[src/rtl/sequential_divider_if.sv]
// Handshake and result bundle for the sequential divider.
// The requester drives start/a/b; the divider returns the quotient, remainder and status.
interface sequential_divider_if #(
  parameter int l = 16
);
  logic         start;
  logic [l-1:0] a;
  logic [l-1:0] b;
  logic [l-1:0] r1;
  logic [l-1:0] r2;
  logic         busy;
  logic         done;
  logic         div_by_zero;

  modport master (
    output start, a, b,
    input  r1, r2, busy, done, div_by_zero
  );

  modport slave (
    input  start, a, b,
    output r1, r2, busy, done, div_by_zero
  );
endinterface

[src/rtl/sequential_divider.sv]
// Unsigned restoring divider: one quotient bit per clock, l clocks per operation.
// A zero divisor finishes at once with an all-ones quotient and the dividend as remainder.
module sequential_divider #(
  parameter int l = 16
) (
  input  logic                clk,
  input  logic                rst,
  sequential_divider_if.slave bus
);

  localparam int cw = $clog2(l + 1);
  localparam logic [cw-1:0] cnt_load = cw'(l);
  localparam logic [cw-1:0] cnt_one  = cw'(1);
  localparam logic [l-1:0]  zero_w   = {l{1'b0}};
  localparam logic [l-1:0]  ones_w   = {l{1'b1}};

  typedef enum logic [1:0] {
    idle_st = 2'd0,
    run_st  = 2'd1,
    done_st = 2'd2
  } state_t;

  state_t        state_r;
  state_t        state_next_s;
  logic [l-1:0]  b_r;
  logic [l-1:0]  q_r;
  logic [l-1:0]  rem_r;
  logic [cw-1:0] cnt_r;
  logic [l-1:0]  r1_r;
  logic [l-1:0]  r2_r;
  logic          dbz_r;

  logic          accept_s;
  logic          b_zero_s;
  logic [l:0]    rem_shift_s;
  logic [l:0]    diff_s;
  logic [l-1:0]  rem_next_s;
  logic [l-1:0]  q_next_s;
  logic          busy_s;
  logic          done_s;

  // Start acceptance and zero-divisor detection on the incoming operands
  always_comb begin
    accept_s = 1'b0;
    b_zero_s = (bus.b == zero_w);
    if ((state_r == idle_st) || (state_r == done_st)) begin
      accept_s = bus.start;
    end else begin
      accept_s = 1'b0;
    end
  end

  // One restoring step; the l+1-bit difference's top bit is the borrow, so no separate compare
  always_comb begin
    rem_shift_s = {rem_r, q_r[l-1]};
    diff_s      = rem_shift_s - {1'b0, b_r};
    rem_next_s  = rem_shift_s[l-1:0];
    q_next_s    = {q_r[l-2:0], 1'b0};
    if (diff_s[l] == 1'b0) begin
      rem_next_s = diff_s[l-1:0];
      q_next_s   = {q_r[l-2:0], 1'b1};
    end else begin
      rem_next_s = rem_shift_s[l-1:0];
      q_next_s   = {q_r[l-2:0], 1'b0};
    end
  end

  // FSM state register
  always_ff @(posedge clk or posedge rst) begin
    if (rst) begin
      state_r <= idle_st;
    end else begin
      state_r <= state_next_s;
    end
  end

  // FSM next-state logic
  always_comb begin
    state_next_s = state_r;
    case (state_r)
      idle_st, done_st: begin
        if (bus.start) begin
          state_next_s = b_zero_s ? done_st : run_st;
        end else begin
          state_next_s = idle_st;
        end
      end
      run_st: begin
        if (cnt_r == cnt_one) begin
          state_next_s = done_st;
        end else begin
          state_next_s = run_st;
        end
      end
      default: state_next_s = idle_st;
    endcase
  end

  // FSM output decode from the state register
  always_comb begin
    busy_s = 1'b0;
    done_s = 1'b0;
    case (state_r)
      idle_st: begin
        busy_s = 1'b0;
        done_s = 1'b0;
      end
      run_st: begin
        busy_s = 1'b1;
        done_s = 1'b0;
      end
      done_st: begin
        busy_s = 1'b0;
        done_s = 1'b1;
      end
      default: begin
        busy_s = 1'b0;
        done_s = 1'b0;
      end
    endcase
  end

  // Operand capture, iteration datapath and result registers
  always_ff @(posedge clk or posedge rst) begin
    if (rst) begin
      b_r   <= zero_w;
      q_r   <= zero_w;
      rem_r <= zero_w;
      cnt_r <= {cw{1'b0}};
      r1_r  <= zero_w;
      r2_r  <= zero_w;
      dbz_r <= 1'b0;
    end else if (accept_s) begin
      b_r   <= bus.b;
      q_r   <= bus.a;
      rem_r <= zero_w;
      cnt_r <= cnt_load;
      dbz_r <= b_zero_s;
      if (b_zero_s) begin
        r1_r <= ones_w;
        r2_r <= bus.a;
      end
    end else if (state_r == run_st) begin
      q_r   <= q_next_s;
      rem_r <= rem_next_s;
      cnt_r <= cnt_r - cnt_one;
      if (cnt_r == cnt_one) begin
        r1_r <= q_next_s;
        r2_r <= rem_next_s;
      end
    end
  end

  assign bus.r1          = r1_r;
  assign bus.r2          = r2_r;
  assign bus.busy        = busy_s;
  assign bus.done        = done_s;
  assign bus.div_by_zero = dbz_r;

endmodule

[src/flat_wrapper.sv]
// flat-port wrapper written by rule: the top's interface ports become plain ports
module sequential_divider_flat 
#(
  parameter int l = 16
)
  (clk, rst, bus_start, bus_a, bus_b, bus_r1, bus_r2, bus_busy, bus_done, bus_div_by_zero);
  sequential_divider_if #(.l(l)) bus_i ();
  input  logic clk;
  input  logic rst;
  input wire logic [$bits(bus_i.start)-1:0] bus_start;
  input wire logic [$bits(bus_i.a)-1:0] bus_a;
  input wire logic [$bits(bus_i.b)-1:0] bus_b;
  output wire logic [$bits(bus_i.r1)-1:0] bus_r1;
  output wire logic [$bits(bus_i.r2)-1:0] bus_r2;
  output wire logic [$bits(bus_i.busy)-1:0] bus_busy;
  output wire logic [$bits(bus_i.done)-1:0] bus_done;
  output wire logic [$bits(bus_i.div_by_zero)-1:0] bus_div_by_zero;
  assign bus_i.start = bus_start;
  assign bus_i.a = bus_a;
  assign bus_i.b = bus_b;
  assign bus_r1 = bus_i.r1;
  assign bus_r2 = bus_i.r2;
  assign bus_busy = bus_i.busy;
  assign bus_done = bus_i.done;
  assign bus_div_by_zero = bus_i.div_by_zero;
  sequential_divider #(.l(l)) u_core (.clk(clk), .rst(rst), .bus(bus_i));
endmodule
[config.mk]
export PLATFORM = sky130hd
export DESIGN_NAME = sequential_divider_flat
export DESIGN_NICKNAME = d
export VERILOG_FILES = /design/src/rtl/sequential_divider_if.sv /design/src/rtl/sequential_divider.sv /design/src/flat_wrapper.sv
export SDC_FILE = /design/constraint.sdc
export NUM_CORES = 1
export LEC_CHECK = 0
export CORE_MARGIN = 10
export CORE_UTILIZATION = 49
export DETAILED_ROUTE_END_ITERATION = 10
export GPL_TIMING_DRIVEN = 0
export PLACE_DENSITY = 0.77
export SYNTH_ARGS = -nofsm -noshare
export SYNTH_HDL_FRONTEND = slang
export SYNTH_SLANG_ARGS = --single-unit
[constraint.sdc]
create_clock -name clk -period 2.8 [get_ports clk]
set_input_delay 0.56 -clock clk [delete_from_list [all_inputs] [get_ports clk]]
set_output_delay 0.56 -clock clk [all_outputs]
set_load 0.01 [all_outputs]
-- After elaboration in Yosys (flattened, before gate mapping)
Cells that the tools add are included.
- mux-type cells: 23
- equality and inequality tests: 4
- reductions and logical operators: 7
- add/sub/neg operators: 2
- operators with widths (kind ; number):
    16-bit two-way mux ; 13
    17-bit by 16-bit subtractor with 17-bit output ; 1
    16-bit zero test ; 1
    5-bit two-way mux ; 2
    2-bit two-way mux ; 3
    5-bit by 1-bit == test with 1-bit output, second input constant ; 1
    5-bit by 1-bit subtractor with 5-bit output, second input constant ; 1
    1-bit two-way mux ; 4
    2-bit one-hot mux with 2 select lines ; 1
    2-bit nonzero test ; 2
    3-bit AND reduction ; 1
    2-bit by 1-bit == test with 1-bit output, second input constant ; 1
    2-bit == test, second input constant ; 1
    2-bit zero test ; 1
    2-bit inequality test, second input constant ; 1
    2-bit OR reduction ; 1
    1-bit logical OR ; 1
- register bits after elaboration: 88
- word-level logic and storage cells: 44
- input bits: 35
- output and inout bits: 35

-- Depth between registers and ports, before layout
- depth after elaboration: 5
- mapped depth: 12
- mapped depth without buffers: 11

-- Worst setup path before layout
Ideal clock, no wire load.
- path type: reg-to-reg
- start: register u_core.q_r[15]
- end: register u_core.r2_r[0] (netlist: u_core.bus.r2[0])
- setup slack: 0.001 ns
- clock period less this slack: 2.799 ns
- library setup time: 0.094 ns
- buffers on the path: 0
- required time: 2.706 ns
- cell stages (with the launch flop): 12
- arrival: 2.706 ns
- path through: dfrtp_1 -> inv_1 -> ha_1 -> inv_1 -> fa_1 -> a21o_1 -> a221o_1 -> a21oi_2 -> nand2_4 -> xor2_4 -> mux2_4 -> a221oi_2
- cells in the longest elaborated chain, start to end: 5
- RTL lines (element ; RTL line ; text):
    start, declared ; sequential_divider.sv:26 ; logic [l-1:0] q_r;
    start signal, assigned ; sequential_divider.sv:127 ; q_r <= zero_w;
    start signal, assigned ; sequential_divider.sv:135 ; q_r <= bus.a;
    start signal, assigned ; sequential_divider.sv:144 ; q_r <= q_next_s;
    17-bit by 16-bit subtractor with 17-bit output ; sequential_divider.sv:56 ; diff_s = rem_shift_s - {1'b0, b_r};
    16-bit two-way mux * ; sequential_divider.sv:59 ; if (diff_s[l] == 1'b0) begin
    16-bit two-way mux * ; sequential_divider.sv:147 ; if (cnt_r == cnt_one) begin
    16-bit two-way mux * ; sequential_divider.sv:143 ; end else if (state_r == run_st) begin
    16-bit two-way mux * ; sequential_divider.sv:133 ; end else if (accept_s) begin
    end signal, assigned ; sequential_divider.sv:131 ; r2_r <= zero_w;
    end signal, assigned ; sequential_divider.sv:141 ; r2_r <= bus.a;
    end signal, assigned ; sequential_divider.sv:149 ; r2_r <= rem_next_s;
    end, declared ; sequential_divider.sv:30 ; logic [l-1:0] r2_r;
Every way passes the cells marked *; elsewhere a longest branch is shown, timed or not. The select of a mux whose other input is x is not followed.
A chain may end at the register's enable or synchronous reset.

-- Worst setup path after layout
Same ends and word-level chain as after synthesis.

==> impl_metrics.tcl <==
set metrics [dict create \
    status "finished, violations left" \
    failed_checks "setup timing" \
    final_cells 684 \
    cts_hold_buf 0 \
    finClkSkew_ns 0.0126 \
    route.vias.total 4050 \
    drive_gt1_share_pct 15.9 \
    slowest_delay_ns 0.38 \
    die_height_um 116 \
    required_ns 3.08 \
    nets 622 \
    ys_seq_area_share_pct 48.5 \
    gp_congestion 0.878 \
    wl_per_cell_um 19.7 \
    place_inst 655 \
    hp-start "u_core.bus.r1[11]$_DFFE_PP0P_" \
    worstPathCellList "inv_2, ha_4, inv_2, fa_2, a21o_1, a221o_1, a21oi_4, nand2_4, xor2_4, buf_12, buf_6, mux2_4, a221oi_2" \
    path_buf_inv 4 \
    crit_type "flop to flop" \
    ff2ff_path_depth 13 \
    grt_util_all_layers_pct 20.4 \
    final_common_cell "dfrtp_1" \
    max_freq_mhz 343 \
    multi_input_area_mm2 0.00238 \
    min_path_type "flop to flop" \
    hold_viol 0 \
    worst_slew_pin_slew_ns 0.691 \
    dieArea_mm2 0.0135 \
    ys_seq_elements 88 \
    cp-startpoint "u_core.q_r[15]$_DFFE_PP0P_" \
    r2r_slack_ns -0.12 \
    min_path_cells 1 \
    yosysTopAreaCell "dfrtp_1" \
    slew_headroom_pct 53.9 \
    drtPass1Iterations 5 \
    maxSlewViolCount 0 \
    rsz0062_at_grt "yes" \
    synthArstFlopShare_pct 100 \
    dp_hpwl_mm 9.51 \
    final_cell_mix "dfrtp_1, nand2_1, clkdlybuf4s50_1" \
    critPathArrivalTime_ns 3.20 \
    cp-start-kind "flop" \
    clkSinkCount 88 \
    antenna_found_initial 0 \
    core_area_mm2 0.00911 \
    cap_violations 0 \
    grt_max_degree 39 \
    cts_tree "done" \
    drcViolationCount 0 \
    grt_overflow 0 \
    area_growth_pct 33.6 \
    vias_per_cell 5.92 \
    end_kind "flop" \
    synth_area_per_cell_um2 9.59 \
    r2r_start "u_core.q_r[15]$_DFFE_PP0P_" \
    synthTopCellsByArea "dfrtp_1, nand2_1, o21ai_0" \
    cp_top_family "compound AO/OA/AOI/OAI gates" \
    drt_iter0_markers 314 \
    clockBufferDepth 2 \
    synth_enable_flop_cells 0 \
    min_to "u_core.bus.r1[11]$_DFFE_PP0P_" \
    antenna_cells 0 \
    holdWs_ns 0.498 \
    worstSkewPairLatency_ns 0.37 \
    reg2reg_to "u_core.bus.r2[0]$_DFFE_PP0P_" \
    min_period_ns 2.92 \
    root_buffer "clkbuf_8" \
    fin_ws_ns -0.115 \
    syn_nets 527 \
    timing.final.crit_share_pct 104 \
    ios 70 \
    setup_viol 16 \
    synth_cells 473 \
    synth_cell_types 55 \
    grt_pass1_vias 4194 \
    critPathSlowestCell "dfrtp_1" \
    synthFlopType "dfrtp_1" \
    rows 35 \
    ff_latch_area_mm2 0.00220 \
    wirelength_mm 13.5 \
    ant_nets 0 \
    die_w_um 116 \
    ys_warn_count 0 \
    start_util_pct 49.8 \
    cts_max_level 3 \
    netlist_area_mm2 0.00454 \
    path_max_fanout 6 \
    cts_buffers 9 \
    fillCellCount 722 \
    clk_pin_slew_ns 0.10 \
    grt_pass1_wl_mm 21.8 \
    io_buffer_count 69 \
    synth_top_area_share_pct 48.5 \
    crit_top_cell "inv_2" \
]
cells in the mapped netlist (all sizes together), types with 3 or more instances:
master,n
inv,24
nor2,21
xor2,11
nor4,8
clkbuf,20
nand3,3
buf,6
o21ai,50
nand4,3
a21oi,43
o22a,15
and3,3
mux2i,15
xnor2,6
nand2,77
a221oi,3
dfrtp,88
nand2b,5
o22ai,13
ha,18
a22oi,14
layer usage:
| metal | track usage [%] | share of wire [%] | up-vias |
|---|---|---|---|
| li1 | - | - | 1871 |
| met3 | 5.34 | 6.6 | 22 |
| met4 | 7.01 | 1.9 | 0 |
| met2 | 33.0 | 48 | 162 |
| met5 | 0 | 0 | - |
| met1 | 26.0 | 44 | 1995 |
state kept, by name (all words and copies together) (netlist names):
register and flops:
u_core.bus.r2 16, u_core.bus.r1 16, u_core.rem_r 16, u_core.cnt_r 5, u_core.state_r 2, u_core.bus.div_by_zero 1
u_core.q_r 16, u_core.b_r 16
worst reg2reg max path, stage by stage (launching register included):
cell and delay, ns:
dfrtp_1 0.38, inv_2 0.09, ha_4 0.14, inv_2 0.04, fa_2 0.37, a21o_1 0.21
a221o_1 0.37, a21oi_4 0.19, nand2_4 0.09, xor2_4 0.17, buf_12 0.14, buf_6 0.11
mux2_4 0.31, a221oi_2 0.22
logic make-up (layout without fill, tap and decap cells):
logic type | after synthesis | count (layout) | share of synthesized area [%]
multiplexers | 16 | 16 | 3.64
adder cells (fa/ha/maj) | 19 | 19 | 5.40
AND/OR/NAND/NOR | 130 | 130 | 13.0
flip-flops | 88 | 88 | 48.5
buffers and inverters | 52 | 152 | 5.32
XOR/XNOR | 17 | 17 | 3.69
AO/OA/AOI/OAI | 151 | 151 | 20.5
metrics by stage:
step           util (%)  cell area, um^2  setup slack [ns]  TNS (ns)
3_5_place_dp       59.4             5410            -0.766    -20.80
4_1_cts            65.5             5970            -0.147     -1.31
5_1_grt            66.6             6060            -0.221     -3.31
2_1_floorplan         -             4540          0.000612         0
3_3_place_gp       59.0             5370            -0.751    -20.69
6_report           66.6             6060            -0.115    -0.409
layout make-up:
| type | count | area share [%] |
|---|---|---|
| sequential | 88 | 36.3 |
| clock inverter | 7 | 1.69 |
| multi-input combinational | 333 | 39.2 |
| tap | 111 | 2.29 |
| buffer | 26 | 2.39 |
| timing repair buffer | 85 | 14.4 |
| clock buffer | 9 | 2.04 |
| inverter | 25 | 1.67 |
timing repair:
item,CTS,global route
buffers inserted,11,4
endpoints found under the setup margin,42,41
cloned,1,0
resized for setup,42,21
pin swaps,10,12
worst max path at each step:
stage | end | slack [ns] | cells past startpoint
detailed placement | u_core.bus.r2[5]$_DFFE_PP0P_ | -0.77 | 9
floorplan | u_core.bus.r2[0]$_DFFE_PP0P_ | 0.0006 | 11
finish | u_core.bus.r2[0]$_DFFE_PP0P_ | -0.12 | 13
global route | u_core.bus.r2[0]$_DFFE_PP0P_ | -0.22 | 13
global placement | u_core.bus.r2[6]$_DFFE_PP0P_ | -0.75 | 9
CTS | u_core.bus.r2[0]$_DFFE_PP0P_ | -0.15 | 13
Power is left out: the tool's default activity adds up to more than one toggle a clock period on the data nets, which glitch-free logic cannot reach.
